`config.mk`:
```
export PLATFORM = sky130hd
export DESIGN_NAME = seq_detector_param
export DESIGN_NICKNAME = d
export VERILOG_FILES = /design/src/rtl/seq_detector_param.sv
export SDC_FILE = /design/constraint.sdc
export NUM_CORES = 1
export LEC_CHECK = 0
export ABC_AREA = 1
export BUFFER_PORTS_ARGS = -buffer_cell sky130_fd_sc_hd__buf_4
export CAP_MARGIN = 10
export CORE_AREA = 5 5 63 65
export CTS_CLUSTER_SIZE = 40
export DETAILED_ROUTE_END_ITERATION = 8
export DIE_AREA = 0 0 68 70
export PLACE_DENSITY = 0.86
export REMOVE_ABC_BUFFERS = 1
export SYNTH_ARGS = -nofsm -noshare
export SYNTH_HDL_FRONTEND = slang
export SYNTH_SLANG_ARGS = --single-unit
export TNS_END_PERCENT = 10
```
`constraint.sdc`:
```
create_clock -name clock -period 3.8 [get_ports clock]
set_input_delay 0 -clock clock [delete_from_list [all_inputs] [get_ports clock]]
set_output_delay 0 -clock clock [all_outputs]
set_load 0.05 [all_outputs]
```
`src/rtl/seq_detector_param.sv`:
```
// Serial pattern detector: runtime-loadable pattern of 1..MAX_LEN bits,
// overlap/non-overlap modes, input qualifier and saturating match counter.
module seq_detector_param #(
   parameter int unsigned         MAX_LEN = 8,
   parameter int unsigned         CNT_W   = 8,
   parameter logic [MAX_LEN-1:0]  DEF_PAT = 8'b0000_0101,
   parameter int unsigned         DEF_LEN = 3,
   parameter logic                DEF_OVL = 1'b1,
   localparam int unsigned        LW      = $clog2(MAX_LEN + 1)
) (
   input  logic               clock,
   input  logic               reset,
   input  logic               seq_in,
   input  logic               seq_valid,
   input  logic               pat_load,
   input  logic [MAX_LEN-1:0] pat_in,
   input  logic [LW-1:0]      pat_len,
   input  logic               ovl_in,
   input  logic               cnt_clr,
   output logic               det_o,
   output logic [CNT_W-1:0]   det_cnt,
   output logic               cnt_sat,
   output logic [LW-1:0]      fill_o
);

   logic [MAX_LEN-1:0] pat;
   logic [MAX_LEN-1:0] hist;
   logic [MAX_LEN-1:0] hist_next;
   logic [MAX_LEN-1:0] len_mask;
   logic [MAX_LEN-1:0] diff;
   logic [LW-1:0]      len;
   logic [LW-1:0]      len_clamp;
   logic [LW-1:0]      fill;
   logic [LW-1:0]      fill_inc;
   logic               ovl;
   logic               accept;
   logic               match;

   always_comb begin
      accept    = seq_valid & ~pat_load;
      hist_next = {hist[MAX_LEN-2:0], seq_in};
      fill_inc  = (fill == LW'(MAX_LEN)) ? fill : fill + 1'b1;
      len_clamp = (pat_len > LW'(MAX_LEN)) ? LW'(MAX_LEN) : pat_len;
      len_mask  = '0;
      for (int unsigned i = 0; i < MAX_LEN; i++) begin
         len_mask[i] = (LW'(i) < len);
      end
      // Only the newest len bits of the shifted history take part in the compare.
      diff  = (hist_next ^ pat) & len_mask;
      match = accept && (len != '0) && (fill_inc >= len) && (diff == '0);
   end

   always_ff @(posedge clock) begin
      if (!reset) begin
         pat     <= DEF_PAT;
         len     <= LW'(DEF_LEN);
         ovl     <= DEF_OVL;
         hist    <= '0;
         fill    <= '0;
         det_o   <= 1'b0;
         det_cnt <= '0;
      end else begin
         det_o <= match;
         if (pat_load) begin
            pat  <= pat_in;
            len  <= len_clamp;
            ovl  <= ovl_in;
            fill <= '0;
         end else if (accept) begin
            hist <= hist_next;
            // Non-overlap: emptying fill forces len fresh bits before the next match.
            fill <= (match && !ovl) ? '0 : fill_inc;
         end
         if (cnt_clr) begin
            det_cnt <= match ? CNT_W'(1) : '0;
         end else if (match && !cnt_sat) begin
            det_cnt <= det_cnt + 1'b1;
         end
      end
   end

   assign cnt_sat = &det_cnt;
   assign fill_o  = fill;

endmodule

```
# ---- Word-level counts from Yosys, hierarchy flattened
# Index checks and enable logic that the tools add are counted.
dict set report op_classes {
  addsub 2
  n_mux 6
  order_cmp 10
  n_bitwise 5
  n_reduce_logical 13
  n_eq_ne 1
}
# cell count
set op_table {}
lappend op_table {{$lt A3 B4 Y1 const A} 4}
lappend op_table {{$mux W8} 2}
lappend op_table {{$mux W4} 3}
lappend op_table {{$add A8 B1 Y8 const B} 1}
lappend op_table {{$and A8 B8 Y8} 1}
lappend op_table {{$logic_not A8 Y1} 1}
lappend op_table {{$lt A1 B4 Y1 const A} 2}
lappend op_table {{$lt A2 B4 Y1 const A} 2}
lappend op_table {{$reduce_and A8 Y1} 1}
lappend op_table {{$xor A8 B8 Y8} 1}
lappend op_table {{$logic_and A1 B1 Y1} 5}
lappend op_table {{$add A4 B1 Y4 const B} 1}
lappend op_table {{$eq A4 B4 Y1 const B} 1}
lappend op_table {{$ge A4 B4 Y1} 1}
lappend op_table {{$gt A4 B4 Y1 const B} 1}
lappend op_table {{$reduce_bool A4 Y1} 1}
lappend op_table {{$logic_not A1 Y1} 2}
lappend op_table {{$not A1 Y1} 2}
lappend op_table {{$reduce_and A2 Y1} 1}
lappend op_table {{$reduce_bool A2 Y1} 1}
lappend op_table {{$reduce_or A2 Y1} 1}
lappend op_table {{$and A1 B1 Y1} 1}
lappend op_table {{$mux W1} 1}
dict set report word_totals {
  word_cells 44
  reg_bits 33
}

# ---- Longest topological paths before layout
# Gate-level depths: netlist of run 1.
dict set report logic_depth {
  depth_word 8
  depth_mapped 17
}

# ---- Least setup slack after synthesis of run 1
# OpenSTA, ideal clock, no wires.
dict set report synth_timing {
  path_kind {flip-flop to flip-flop}
  from {register fill[0] (netlist: fill_o[0])}
  to {register fill[3] (netlist: fill_o[3])}
  setup_time_ns 0.119
  path_stages_with_launch 18
  slack_ns 1.334
  arrival_ns 2.347
  path_cell_list {dfxtp_1 > inv_1 > ha_1 > nand2_1 > nor2_1 > xor2_1 > ha_1 > inv_1 > nand2_1 > nand2_1 > nand2_1 > nand2_1 > nand2_1 > nand3_1 > nor2_4 > nand2_1 > nand2_1 > a21oi_1}
}
dict set report synth_between {
  elab_chain_cells 7
}
# element line
set synth_rtl {}
lappend synth_rtl {{start: declaration} 33} ;# logic [LW-1:0] fill;
lappend synth_rtl {{start signal: assignment} 72} ;# fill <= (match && !ovl) ? '0 : fill_inc;
lappend synth_rtl {{$add A4 B1 Y4 / $eq A4 B4 Y1 (equally long branches)} 42} ;# fill_inc = (fill == LW'(MAX_LEN)) ? fill : fill + 1'b1;
lappend synth_rtl {{$mux W4 (*)} 42}
lappend synth_rtl {{$ge A4 B4 Y1} 50} ;# match = accept && (len != '0) && (fill_inc >= len) && (diff == '0);
lappend synth_rtl {{$logic_and A1 B1 Y1 (2 in a row)} 50}
lappend synth_rtl {{$logic_and A1 B1 Y1} 72}
lappend synth_rtl {{$mux W4 (*)} 72}
# Mark *: on every way between the ends. The rest lies on a longest branch, timed or not.
# A chain may end at the register's enable or synchronous reset.

# ---- Final worst setup path of run 1
dict set report layout_timing {
  from {register fill[0] (netlist: fill_o[0])}
  to {register det_cnt[3]}
}
dict set report layout_between {
  elab_chain_cells 7
}
# element line
set layout_rtl {}
lappend layout_rtl {{$add A4 B1 Y4 / $eq A4 B4 Y1 (equally long branches)} 42}
lappend layout_rtl {{$mux W4 (*)} 42}
lappend layout_rtl {{$ge A4 B4 Y1 (*)} 50}
lappend layout_rtl {{$logic_and A1 B1 Y1 (*) (2 in a row)} 50}
lappend layout_rtl {{$logic_and A1 B1 Y1 (*)} 76} ;# end else if (match && !cnt_sat) begin
lappend layout_rtl {{$reduce_bool A2 Y1 (no line) (*)} n/a}
lappend layout_rtl {{end signal: assignment} 75} ;# det_cnt <= match ? CNT_W'(1) : '0;
lappend layout_rtl {{end signal: assignment} 77} ;# det_cnt <= det_cnt + 1'b1;
lappend layout_rtl {{end: declaration} 21} ;# output logic [CNT_W-1:0] det_cnt,
# Marks and branches as above.

==> metrics.md, run 1 <==
| Metric | Value |
|---|---|
| Run status | `complete, no violations` |
| Ys flop type | `dfxtp_1` |
| WHS Endpoint | `hist[2]` |
| Post-Syn Area | `about 1800 um^2` |
| Top-count cell post-synth | `nand2_1` |
| Clock skew | `0.00781 ns` |
| Share of cells above drive strength 1 | `0.162` |
| GP Congestion | `0.914` |
| PwrDens | `325 nW/um^2` |
| ANT cells | `0` |
| Area leader, netlist | `dfxtp_1` |
| Fin Setup TNS | `0 ns` |
| Synth Area per Inst | `about 6.9 um^2` |
| Clk_lat worst skew | `roughly 0.35 ns` |
| Fill count | `around 250` |
| Area after DPL | `between 2000 and 2500 um^2` |
| Count of final setup violators | `0` |
| First-pass GRT wire length | `7760 um` |
| Slew headroom | `0.569` |
| CTS tree | `done` |
| FF/Latch Area | `approximately 660 um^2` |
| All-Layer GR Usage | `0.209` |
| Antenna violations before repair | `0` |
| CP startpoint | `fill_o[0]` |
| GRT Residual Overflow | `0` |
| Avg WL per Cell | `approximately 12 um` |
| Hold Crit Class | `input pin to register` |
| Seq/Total Area, Yosys | `0.373` |
| Post-Synthesis Cells | `approximately 260` |
| Io pins | `33` |
| Clock tree buffer depth | `2` |
| Hold Vio Cnt, Final | `0` |
| Critical Path Start Type | `register` |
| Slew @ Worst Pin | `around 0.64 ns` |
| Starting density of the core | `0.540` |
| Root Buffer | `clkbuf_4` |
| CTS Buf Count | `5` |
| Area grow syn2layout | `37.3%` |
| Vias in the first global route | `1768` |
| First-pass DRT Iterations | `4` |
| Largest net degree at the start of global routing | `19` |
| Clock Pin Slew Worst Setup and Hold Paths | `between 0.1 and 0.15 ns` |
| Final period util | `0.613` |
| Post-DP HPWL | `between 3000 and 4000 um` |
| Top routing layer used | `met4` |
| Crit path arrival time | `~2.6 ns` |
| Finished Cell Area | `around 2400 um^2` |
| Crit path max fanout | `11` |
| Final Max Slew Viols | `0` |
| Nets@finish | `346` |
| Sink Count | `33` |
| Max frequency | `between 400 and 500 MHz` |
| Post-CTS Resized | `0` |
| CP Capture Type | `register` |
| Vias/cell | `~5` |
| Area share of the leading cell type in the synthesized netlist | `0.373` |
| Flop-to-flop setup slack | `1.47 ns` |
| Synth async-reset ratio | `0` |
| Drt total wl | `around 4400 um` |
| Worst hold path depth | `4` |
| Required time of the critical path | `around 4 ns` |
| Worst hold start | `seq_valid` |
| Row count | `21` |
| Synth warnings | `0` |
| Met1 Wirelength | `1780 um` |
| Worst R2R Path Depth | `15` |
| EDFF count, synth | `0` |
| DIE AREA | `around 4800 um^2` |
| Vias | `around 1800` |
| Critical path type | `register to register` |
| RR Startpoint | `fill_o[0]` |
| Max rail drop VDD | `~0.24 mV` |
| CTS H-tree lvls | `2` |
| #FFs+latches synth | `33` |
| DIE WIDTH | `roughly 68 um` |
| Port Buf Inserts | `32` |
| Top post-synthesis cells by count | `61 x nand2_1, 35 x inv_1, 33 x dfxtp_1, 27 x nor2_1, 24 x a21oi_1` |
| Minimum clock period | `2.33 ns` |
| Metal3 WL | `about 310 um` |
| DRT antenna net count | `0` |
| Multi-input logic area | `between 900 and 1000 um^2` |
| Yosys cell types | `33` |
| Core Region | `roughly 3300 um^2` |
| Synth area leaders | `dfxtp_1 37%, nand2_1 13%, inv_1 7.4%` |
| Met2 WL | `2220 um` |
| Die height | `70 um` |
| Iteration-0 DRC Markers | `approximately 120` |
| MaxCap Viol Count | `0` |
| DRC | `0` |
| Pleak | `1.18 nW` |
| FF-to-FF End | `det_cnt[3]` |
| RSZ-0062 raised after global routing | `false` |
==> report_power, final <==
group          leakage, nW  internal (mW)  switching (mW)  total [mW]
logic                0.860         0.0631          0.0675       0.131
registers            0.271          0.362          0.0125       0.374
clock network       0.0445          0.156           0.129       0.285
total                 1.18          0.581           0.209       0.790
==> final cells by class <==
type	count	area share
timing repair buffer	63	0.226
tap	46	0.0237
multi-input combinational	179	0.384
clock buffer	6	0.0211
clock inverter	2	0.0154
sequential	33	0.271
inverter	38	0.0586
==> logic make-up after synthesis <==
logic type	share of synthesized area
fa+ha+maj	0.0494
xor+xnor	0.0296
compound gates	0.147
flops	0.373
buf+inv	0.101
simple gates	0.301
==> layer usage <==
metal / up-vias / track usage
li1: 945 / -
met1: 828 / 0.251
met2: 58 / 0.354
met3: 11 / 0.0433
met4: 0 / 0.0817
met5: - / 0
==> worst max path at each step <==
stage / to / slack (ns) / depth (start not counted)
4_1_cts: fill_o[0] / 1.46 / 17
2_1_floorplan: fill_o[0] / 1.33 / 17
3_5_place_dp: det_cnt[2] / 1.49 / 15
6_report: det_cnt[3] / 1.47 / 15
5_1_grt: det_cnt[3] / 1.16 / 15
3_3_place_gp: fill_o[2] / 1.63 / 17
==> through the flow <==
stage | total power, mW | hold WS, ns | utilization | cells | worst slack, ns
finish | 0.790 | 0.144 | 0.741 | 367 | 1.47
detailed placement | 0.484 | 0.221 | 0.619 | 328 | 1.49
floorplan | 0.446 | 0.0986 | - | 250 | 1.33
global route | 0.829 | 0.178 | 0.741 | 367 | 1.16
CTS | 0.793 | 0.127 | 0.741 | 367 | 1.46
global placement | 0.480 | 0.215 | 0.619 | 328 | 1.63
==> repair_timing <==
action | in CTS | in global routing
endpoints found under the hold margin | 25 | 0
hold buffers | 31 | 0
setup buffers | 0 | 0
setup endpoints to repair | 0 | 0
==> worst max-delay path, stage by stage (launching register included) <==
cell	delay (ns)
dfxtp_1	0.46
inv_1	0.08
ha_1	0.20
nand2_1	0.08
nor2_1	0.06
xor2_1	0.17
ha_1	0.30
inv_1	0.04
nand2_1	0.05
nand2_1	0.04
nand2_1	0.05
nand2_1	0.07
a21oi_2	0.13
nand4_2	0.25
a21oi_1	0.21
nor2_1	0.06
==> sequential cells by signal, indices dropped and copies added, names as in the netlist <==
signal / count
det_o: 1
pat: 8
hist: 7
det_cnt: 8
fill_o: 4
ovl: 1
len: 4
==> cells in the final DEF, fill, tap and decap left out, drive strengths merged <==
| cell | n |
|---|---|
| a21oi | 25 |
| nor2 | 30 |
| nand4 | 3 |
| buf | 32 |
| nor3b | 1 |
| xor2 | 5 |
| nand3b | 2 |
| nand3 | 14 |
| nand2 | 64 |
| clkinvlp | 1 |
| clkbuf | 6 |
| a221o | 1 |
| inv | 37 |
| dfxtp | 33 |
| xnor2 | 1 |
| a31oi | 1 |
| or2 | 1 |
| nor3 | 2 |
| o21ai | 20 |
| dlygate4sd3 | 31 |
| bufinv | 1 |
| a211oi | 1 |
| o211ai | 1 |
| ha | 7 |
| clkinv | 1 |
Note: power is estimated with default switching activity, not from simulation.
==> run 2: changes to the inputs <==
--- a/config.mk
+++ b/config.mk
@@ -5,14 +5,14 @@
 export SDC_FILE = /design/constraint.sdc
 export NUM_CORES = 1
 export LEC_CHECK = 0
-export ABC_AREA = 1
+export ABC_AREA = 0
 export BUFFER_PORTS_ARGS = -buffer_cell sky130_fd_sc_hd__buf_4
 export CAP_MARGIN = 10
-export CORE_AREA = 5 5 63 65
+export CORE_AREA = 5 5 65 67
 export CTS_CLUSTER_SIZE = 40
 export DETAILED_ROUTE_END_ITERATION = 8
-export DIE_AREA = 0 0 68 70
-export PLACE_DENSITY = 0.86
+export DIE_AREA = 0 0 70 72
+export PLACE_DENSITY = 0.81
 export REMOVE_ABC_BUFFERS = 1
 export SYNTH_ARGS = -nofsm -noshare
 export SYNTH_HDL_FRONTEND = slang
==> constraint.sdc (replaced) <==
create_clock -name clock -period 2.1 [get_ports clock]
set_input_delay 0 -clock clock [delete_from_list [all_inputs] [get_ports clock]]
set_output_delay 0 -clock clock [all_outputs]
set_load 0.05 [all_outputs]
==> run 2 against run 1 <==
  * The flow now finishes with violations (setup timing)
  * Total power rose by 57%
  * Global-route usage fell by 3.2 points
  * Setup slack worse by 2.1 ns
  * Area after synthesis is 6.6% lower
  * Sequential share of layout area increased by 0.23 points
  * Utilization down 6.4 points
  * Worst hold slack got worse by 0.14 ns
  * Fmax is 15% lower
  * Largest cell class unchanged
  * Combinational power up 65%
  * Final cell count decreased by 17%
==> metrics.md, run 2 <==
| Metric | Value |
|---|---|
| Sink Count | `33 (unchanged)` |
| Final period util | `1.31 (+0.695)` |
| CTS tree | `done` |
| Synth Area per Inst | `9.20 um^2 (+33%)` |
| Nets@finish | `281 (-19%)` |
| GRT Residual Overflow | `0 (unchanged)` |
| Max rail drop VDD | `0.346 mV (+41%)` |
| Avg WL per Cell | `14.4 um (+20%)` |
| Fin worst setup slack | `-0.647 ns (-2.12 ns)` |
| Antenna violations before repair | `0 (unchanged)` |
| Count of final setup violators | `13 (+13)` |
| Area share of the leading cell type in the synthesized netlist | `0.399 (+0.0262)` |
| Critical Path Start Type | `register` |
| DIE AREA | `5040 um^2 (+5.9%)` |
| Critical path type | `register to register` |
| DRC | `0 (unchanged)` |
| Starting density of the core | `0.463 (-0.0769)` |
| Final Max Slew Viols | `0 (unchanged)` |
| CP Capture Type | `register` |
| MaxCap Viol Count | `0 (unchanged)` |
| Port Buf Inserts | `32 (unchanged)` |
| GP Congestion | `0.826 (-9.6%)` |
| Share of cells above drive strength 1 | `0.306 (+0.144)` |
| Hold Crit Class | `input pin to register` |
| All-Layer GR Usage | `0.177 (-0.0322)` |
| Post-Syn Area | `1660 um^2 (-6.6%)` |
| Pleak | `1.01 nW (-14%)` |
| Ys flop type | `dfxtp_1` |
| First-pass GRT wire length | `7170 um (-7.6%)` |
| PwrDens | `513 nW/um^2 (+58%)` |
| #FFs+latches synth | `33 (unchanged)` |
| EDFF count, synth | `0 (unchanged)` |
| Yosys cell types | `40 (+21%)` |
| CP top delay family | `simple AND/OR/NAND/NOR gates` |
| Vias | `1586 (-14%)` |
| Minimum clock period | `2.75 ns (+0.418 ns)` |
| Vias in the first global route | `1611 (-8.9%)` |
| CTS Buf Count | `5 (unchanged)` |
| Area leader, netlist | `dfxtp_1` |
| Drt total wl | `4370 um (-0.84%)` |
| ANT cells | `0 (unchanged)` |
| RSZ-0062 raised after global routing | `true` |
| Run status | `finished with violations` |
| Synth warnings | `0 (unchanged)` |
| Worst path cell trace | `inv_2 > ha_4 > nand2_2 > or2_4 > xnor2_2 > inv_1 > ha_1 > nand2b_4 > a2111oi_4 > nor4b_4 > nand3_2 > or4_1 > a21oi_1` |
| Required time of the critical path | `2.37 ns (-1.69 ns)` |
| Crit path max fanout | `6 (-5)` |
| Crit-path max cell delay | `0.50 ns (+0.04 ns)` |
| Top-count cell post-synth | `dfxtp_1` |
| Post-DP HPWL | `2640 um (-13%)` |
| Root Buffer | `clkbuf_4` |
| Vias/cell | `5.23 (+4.3%)` |
| Clock skew | `0.0135 ns (+0.00574 ns)` |
| Crit path buf inv count | `2 (unchanged)` |
| Top post-synthesis cells by count | `33 x dfxtp_1, 23 x nand2_1, 12 x mux2i_1, 8 x inv_1, 8 x nor2b_1` |
| Core Region | `3580 um^2 (+9.0%)` |
| Post-Synthesis Cells | `180 (-30%)` |
| Max frequency | `364 MHz (-15%)` |
| DRT antenna net count | `0 (unchanged)` |
| Die height | `72 um (+2.9%)` |
| Clk_lat worst skew | `0.34 ns (about the same)` |
| Slowest CP cell | `or4_1` |
| Crit path arrival time | `3.02 ns (+0.43 ns)` |
| CTS H-tree lvls | `2 (unchanged)` |
| Seq/Total Area, Yosys | `0.399 (+0.0262)` |
| Failing checks | `setup timing` |
| Most common cell after layout, fill and taps aside | `buf_4` |
| Power Total | `1.24 mW (+57%)` |
| Area grow syn2layout | `46.2%` |
| Slew headroom | `0.660 (+0.0905)` |
| Io pins | `33 (unchanged)` |
| Clock tree buffer depth | `2 (unchanged)` |
| Clock Pin Slew Worst Setup and Hold Paths | `0.10 ns (about the same)` |
| First-pass DRT Iterations | `4 (unchanged)` |
| Row count | `22 (+4.8%)` |
| Most frequent cells in the layout | `53 x buf_4, 31 x dfxtp_1, 22 x nand2_1` |
| Core Util, Final | `0.677 (-0.0640)` |
| DIE WIDTH | `70 um (+2.9%)` |
| Hold Vio Cnt, Final | `0 (unchanged)` |
| Iteration-0 DRC Markers | `92 (-22%)` |
| Synth async-reset ratio | `0 (unchanged)` |
| Largest net degree at the start of global routing | `26 (+7)` |
| Synth area leaders | `dfxtp_1 40%, mux2i_1 7.3%, ha_1 5.3%` |
| Slew @ Worst Pin | `0.509 ns (-0.134 ns)` |
| Biggest regs | `det_cnt x8, pat x8, hist x7` |
==> run 2: worst paths after layout <==
| check | slack, ns | cells past startpoint | from | endpoint |
|---|---|---|---|---|
| worst max register to register | -0.65 | 13 | fill_o[1] | det_cnt[7] |
| worst min register to register | 0.50 | 2 | hist[2] | hist[3] |
| worst max-delay path | -0.65 | 13 | fill_o[1] | det_cnt[7] |
| worst min-delay path | 0.002 | 2 | reset | len[0] |
==> run 2: layout make-up <==
cell class / instances / area (um^2)
fill: 301 / 1160
multi-input combinational: 132 / 992
sequential: 33 / 663
timing repair buffer: 75 / 622
tap: 48 / 60.1
clock buffer: 7 / 55.1
inverter: 8 / 30.0
==> run 2: per-layer routing <==
| layer | part of all wire | track usage |
|---|---|---|
| met5 | 0 | 0 |
| met3 | 0.038 | 0.0416 |
| met4 | 0.029 | 0.0915 |
| met1 | 0.42 | 0.202 |
| met2 | 0.51 | 0.308 |
==> run 2: where the power goes <==
part / internal (mW) / total, mW / switching (mW)
Sequential: 0.644 / 0.660 / 0.0161
Clock: 0.158 / 0.366 / 0.208
Combinational: 0.126 / 0.216 / 0.0898
==> run 2: cell families after synthesis <==
kind of cell,count (synthesis),synth area share
AND/OR/NAND/NOR,67,0.225
AO/OA/AOI/OAI,35,0.149
flip-flops,33,0.399
buffers and inverters,15,0.0438
multiplexers,12,0.0725
XOR/XNOR,11,0.0582
adder cells (fa/ha/maj),7,0.0529
==> run 2: per-stage QoR <==
| step | instances | area [um^2] | setup WS (ns) | setup TNS, ns | hold slack (ns) |
|---|---|---|---|---|---|
| 2_1_floorplan | 173 | 1610 | -1.01 | -12.31 | 0.0619 |
| 4_1_cts | 301 | 2390 | -0.599 | -6.00 | 0.00759 |
| 5_1_grt | 303 | 2420 | -0.794 | -8.92 | 0.0126 |
| 3_5_place_dp | 269 | 2030 | -0.909 | -10.33 | 0.221 |
| 3_3_place_gp | 269 | 2030 | -0.805 | -9.08 | 0.214 |
| 6_report | 303 | 2420 | -0.647 | -7.12 | 0.00173 |
==> run 2: repair_timing <==
item                                   in CTS  in global routing
endpoints found under the hold margin      14                  0
pin swaps                                  19                 11
cloned                                      0                  0
hold buffers                               19                  0
gates resized for setup                    17                  4
setup endpoints to repair                  13                 13
setup buffers                               6                  2
